===== config.mk =====
export PLATFORM = sky130hd
export DESIGN_NAME = fc1_weight_update_ctrl
export DESIGN_NICKNAME = d
export VERILOG_FILES = /design/src/rtl/fc1_weight_update_ctrl.sv
export SDC_FILE = /design/constraint.sdc
export NUM_CORES = 1
export LEC_CHECK = 0
export CORE_UTILIZATION = 50
export CTS_CLUSTER_DIAMETER = 50
export CTS_CLUSTER_SIZE = 14
export DETAILED_ROUTE_END_ITERATION = 10
export HOLD_SLACK_MARGIN = 0.15
export PLACE_DENSITY_LB_ADDON = 0.2
export SLEW_MARGIN = 20
export SYNTH_ARGS = -nofsm -noshare
export SYNTH_HDL_FRONTEND = slang
export SYNTH_SLANG_ARGS = --single-unit

===== constraint.sdc =====
create_clock -name clk -period 5.7 [get_ports clk]
set_clock_uncertainty 0.15 [all_clocks]
set_input_delay 1.425 -clock clk [delete_from_list [all_inputs] [get_ports clk]]
set_output_delay 1.425 -clock clk [all_outputs]
set_load 0.01 [all_outputs]

===== src/rtl/fc1_weight_update_ctrl.sv =====
// FC1 weight-update read-modify-write engine: w_new = sat(w - (g >>> LR_SHIFT)) per lane.
// Ports: clk, rst (async active-low); start/busy/done control; grad_valid/grad_ready/grad_data
// gradient stream; rd_addr/rd_en/rd_data BRAM port A; wr_addr/wr_data/wr_en/wr_we BRAM port B.
module fc1_weight_update_ctrl #(
    parameter int PORT_WIDTH = 8,
    parameter int PREC       = 16,
    parameter int ADDR_W     = 12,
    parameter int N_WORDS    = 1568,
    parameter int RD_LAT     = 2,
    parameter int LR_SHIFT   = 7
) (
    input  logic                       clk,
    input  logic                       rst,
    input  logic                       start,
    output logic                       busy,
    output logic                       done,
    input  logic                       grad_valid,
    output logic                       grad_ready,
    input  logic [PORT_WIDTH*PREC-1:0] grad_data,
    output logic [ADDR_W-1:0]          rd_addr,
    output logic                       rd_en,
    input  logic [PORT_WIDTH*PREC-1:0] rd_data,
    output logic [ADDR_W-1:0]          wr_addr,
    output logic [PORT_WIDTH*PREC-1:0] wr_data,
    output logic                       wr_en,
    output logic                       wr_we
);
    localparam int W  = PORT_WIDTH * PREC;
    localparam int CW = $clog2(N_WORDS + 1);

    typedef enum logic [1:0] {
        S_IDLE,
        S_RUN,
        S_DRAIN,
        S_DONE
    } state_t;

    state_t            state, state_nx;
    logic [CW-1:0]     issue_cnt;
    logic              hs;
    logic [RD_LAT-1:0] tag_vld;
    logic [ADDR_W-1:0] tag_addr [RD_LAT];
    logic [W-1:0]      tag_grad [RD_LAT];
    logic [W-1:0]      upd;

    assign grad_ready = (state == S_RUN) && (issue_cnt < CW'(N_WORDS));
    assign hs         = grad_valid & grad_ready;
    assign rd_en      = hs;
    assign rd_addr    = hs ? ADDR_W'(issue_cnt) : '0;
    assign busy       = (state == S_RUN) || (state == S_DRAIN);
    assign done       = (state == S_DONE);
    assign wr_we      = wr_en;

    // d is sign-extended to PREC+1 bits so the subtraction cannot wrap;
    // disagreeing top two bits of r mean the PREC-bit range was exceeded.
    function automatic logic [PREC-1:0] lane_upd(input logic [PREC-1:0] w,
                                                 input logic [PREC-1:0] g);
        logic [PREC:0] r;
        r = {w[PREC-1], w} - {{(LR_SHIFT+1){g[PREC-1]}}, g[PREC-1:LR_SHIFT]};
        if (r[PREC] != r[PREC-1])
            lane_upd = r[PREC] ? {1'b1, {(PREC-1){1'b0}}} : {1'b0, {(PREC-1){1'b1}}};
        else
            lane_upd = r[PREC-1:0];
    endfunction

    always_comb begin
        upd = '0;
        for (int i = 0; i < PORT_WIDTH; i++)
            upd[i*PREC +: PREC] = lane_upd(rd_data[i*PREC +: PREC],
                                           tag_grad[RD_LAT-1][i*PREC +: PREC]);
    end

    always_comb begin
        state_nx = state;
        unique case (state)
            S_IDLE:  if (start) state_nx = S_RUN;
            S_RUN:   if (issue_cnt == CW'(N_WORDS)) state_nx = S_DRAIN;
            // Leave only once the last write has been on port B for its cycle.
            S_DRAIN: if (tag_vld == '0 && !wr_en) state_nx = S_DONE;
            S_DONE:  state_nx = S_IDLE;
            default: state_nx = S_IDLE;
        endcase
    end

    always_ff @(posedge clk or negedge rst) begin
        if (!rst) begin
            state     <= S_IDLE;
            issue_cnt <= '0;
        end else begin
            state <= state_nx;
            if (state == S_IDLE && start)
                issue_cnt <= '0;
            else if (hs)
                issue_cnt <= issue_cnt + CW'(1);
        end
    end

    // Tag pipeline: entry RD_LAT-1 lines up with rd_data of the same read.
    always_ff @(posedge clk or negedge rst) begin
        if (!rst) begin
            tag_vld <= '0;
            for (int i = 0; i < RD_LAT; i++) begin
                tag_addr[i] <= '0;
                tag_grad[i] <= '0;
            end
        end else begin
            tag_vld[0]  <= hs;
            tag_addr[0] <= ADDR_W'(issue_cnt);
            tag_grad[0] <= grad_data;
            for (int i = 1; i < RD_LAT; i++) begin
                tag_vld[i]  <= tag_vld[i-1];
                tag_addr[i] <= tag_addr[i-1];
                tag_grad[i] <= tag_grad[i-1];
            end
        end
    end

    always_ff @(posedge clk or negedge rst) begin
        if (!rst) begin
            wr_en   <= 1'b0;
            wr_addr <= '0;
            wr_data <= '0;
        end else begin
            wr_en <= tag_vld[RD_LAT-1];
            if (tag_vld[RD_LAT-1]) begin
                wr_addr <= tag_addr[RD_LAT-1];
                wr_data <= upd;
            end
        end
    end
endmodule


==> flow_metrics.py <==
metrics = {
    "layout": {
        "final_cell_mix": "clkdlybuf4s50_1, dfrtp_1, nor2_1",
        "drive_gt1_frac": 0.0569,
        "design_area_mm2": 0.0220,
        "final_net_count": 2378,
        "n_fill_cell": 2517,
        "syn2layout_area_growth_pct": 32.4,
        "mostFrequentLayoutCell": "clkdlybuf4s50_1",
    },
    "sta": {
        "slew_headroom": 0.346,
        "period_needed_ps": 4590,
        "period_share": 0.805,
        "rsz0062_at_grt": "false",
        "finalSetupTns_ps": 0,
        "maxSlewViolCount": 0,
        "setup_viol": 0,
        "worst_slew_pin_slew_ps": 954,
        "hold_viol_final": 0,
        "timing.fmax_mhz": 218,
    },
    "synth": {
        "synth_edf_count": 0,
        "avgSynthCellArea_um2": 10.3,
        "ys_ff_latch": 321,
        "synthCells": 1609,
        "async_flop_share": 1.00,
        "synth_area_mm2": 0.0166,
        "yosysWarnings": 0,
        "ys.flop_type": "dfrtp_1",
        "yosysUniqueCellTypes": 79,
        "synth-seq-area-share": 0.483,
    },
    "clocking": {
        "cts_resized": 0,
        "cts_root_buffer": "clkbuf_16",
        "clk_path_buf_depth": 3,
        "clkSinkCount": 321,
        "post_cts_buffers": 0,
        "cts-buffers-inserted": 39,
        "cts_tree": "yes",
        "postCtsHoldBufs": 0,
        "insertion_delay_ps": 530,
        "path_clk_slew_ps": 60,
        "htree_levels": 2,
    },
    "global_routing": {
        "antenna_found_initial": 12,
        "grt_usage": 0.242,
        "grt_pass1_vias": 13200,
        "grt_overflow_total": 0,
        "grt_start_max_net_pins": 123,
        "grt_pass1_wl_mm": 64.8,
    },
    "floorplanning": {
        "fp.dieW_um": 184,
        "dieArea_mm2": 0.0340,
        "die_y_um": 184,
        "coreArea_mm2": 0.0326,
        "start_util": 0.509,
        "pin_count": 418,
        "num_rows": 66,
    },
    "placement": {
        "placed_cell_area_mm2": 0.0207,
        "dpl.hpwl_mm": 30.2,
        "routabilityCongestion": 0.888,
        "portBuffers": 359,
    },
    "worst_setup_path": {
        "required_ps": 5910,
        "slowest_stage": "o311ai_4",
        "cpPeakStageDelay_ps": 730,
        "arrival_ps": 4800,
        "worstPathCellList": "clkdlybuf4s50_1, inv_1, ha_1, inv_1, fa_1, a211oi_2, o211ai_1, a41oi_2, o21ai_1, a311o_1, o311ai_4, o22ai_1",
        "cp-end-kind": "flop",
        "crit_path_start_kind": "primary input",
        "critical_path_class": "primary input to flop",
        "crit_top_cell": "inv_1",
        "critPathMaxFanout": 15,
    },
    "drt": {
        "drt-wirelength-per-cell_um": 16.6,
        "antenna_left": 0,
        "route.detailed.drc": 0,
        "drt-total-wl_mm": 40.8,
        "drt_iter0_drc": 700,
        "vias_per_cell": 5.38,
        "drt-pass1-iter-count": 5,
        "vias": 13200,
    },
    "pwr": {
        "cellLeakagePower_nw": 10.0,
        "ir_worst_vdd_v": 0.000278,
        "power.density_mw_per_mm2": 399,
    },
    "flow_run": {
        "drv_cap": 0,
    },
    "hold_path": {
        "hold_class": "flop to flop",
    },
    "run_status": {
        "status": "finished, final reports clean",
    },
}
-- where the power goes --
| part | internal [W] | switching, W | total (W) | leakage (nW) |
|---|---|---|---|---|
| clock network | 0.00146 | 0.00102 | 0.00248 | 0.639 |
| registers | 0.00283 | 0.000353 | 0.00318 | 3.79 |
| logic | 0.00165 | 0.00148 | 0.00313 | 5.59 |
-- cell usage after synthesis, types with 9 or more instances --
cell type,instances,area (µm²)
o22ai_1,18,113
or3_1,12,75.1
inv_1,122,458
a21o_1,36,270
nor2_1,144,541
a211oi_1,18,135
a221o_1,27,270
clkbuf_1,33,124
o31ai_1,10,75.1
o21ai_1,16,80.1
xnor2_1,57,499
a31oi_1,14,87.6
and2_1,9,56.3
nand2b_1,21,131
nor3_1,23,115
xor2_1,40,350
nand3_1,35,175
nand2_1,104,390
o21bai_1,15,113
ha_1,135,1690
mux2_2,14,158
nor2b_1,17,106
o221ai_1,14,123
a21oi_1,135,676
o21ai_0,43,215
o21a_1,24,180
and3_1,19,119
dfrtp_1,321,8030
-- metal layers --
layer / part of all wire / track usage
met3: 0.073 / 0.0638
met1: 0.41 / 0.290
met5: 0.0013 / 0
met2: 0.47 / 0.405
met4: 0.042 / 0.112
-- area by class of cell --
type	count	area [µm²]	share of cell area
antenna	9	22.5	0.00102
clock buffer	48	1100	0.0501
clock inverter	21	210	0.00955
inverter	122	458	0.0208
multi-input combinational	1120	7920	0.360
sequential	321	8040	0.365
tap	442	553	0.0251
timing repair buffer	371	3700	0.168
-- final timing paths --
| check | slack [ps] | endpoint | depth (start not counted) | start |
|---|---|---|---|---|
| hold / removal | 180 | tag_grad[126]$_DFF_PN0_ | 0 | tag_grad[254]$_DFF_PN0_ |
| max in group asynchronous | 3440 | tag_addr[1]$_DFF_PN0_ | 2 | rst |
| min in group asynchronous | 820 | tag_grad[57]$_DFF_PN0_ | 1 | rst |
| setup reg to reg | 2150 | wr_data[110]$_DFFE_PN0P_ | 10 | tag_grad[103]$_DFF_PN0_ |
| hold reg to reg | 180 | tag_grad[126]$_DFF_PN0_ | 0 | tag_grad[254]$_DFF_PN0_ |
| setup / recovery | 1110 | wr_data[110]$_DFFE_PN0P_ | 12 | rd_data[96] |
-- kinds of logic (layout without fill, tap and decap cells) --
family | after synthesis | after routing | synth area share
AOI/OAI and AO/OA | 442 | 442 | 0.183
xor gates and xnor gates | 97 | 97 | 0.0511
adders and majority gates | 143 | 143 | 0.111
buffers and inverters | 169 | 562 | 0.0403
DFF | 321 | 321 | 0.483
muxes | 21 | 21 | 0.0137
other | 1 | 11 | 0.000226
and+or+nand+nor | 415 | 415 | 0.117
-- worst max-delay path, delay by kind of cell --
kind	cells	cell delay, ps
AOI/OAI and AO/OA	7	2250
buffers and inverters	3	540
adders and majority gates	2	600
-- state kept, by name (all words and copies together) (netlist names) --
name / cells
issue_cnt: 11
wr_addr: 11
state: 2
wr_data: 128
tag_vld: 2
tag_grad: 144
tag_addr: 22
wr_en: 1
-- metrics by stage --
step	std cells	worst slack [ps]	total power [W]	hold WS, ps	util
5_1_grt	2452	958	0.00930	188	0.674
3_5_place_dp	2376	631	0.00634	185	0.634
2_1_floorplan	1610	1540	0.00477	181	-
3_3_place_gp	2376	695	0.00627	181	0.634
6_report	2454	1110	0.00879	185	0.675
4_1_cts	2445	1120	0.00887	190	0.674
Note: power is estimated with default switching activity, not from simulation.
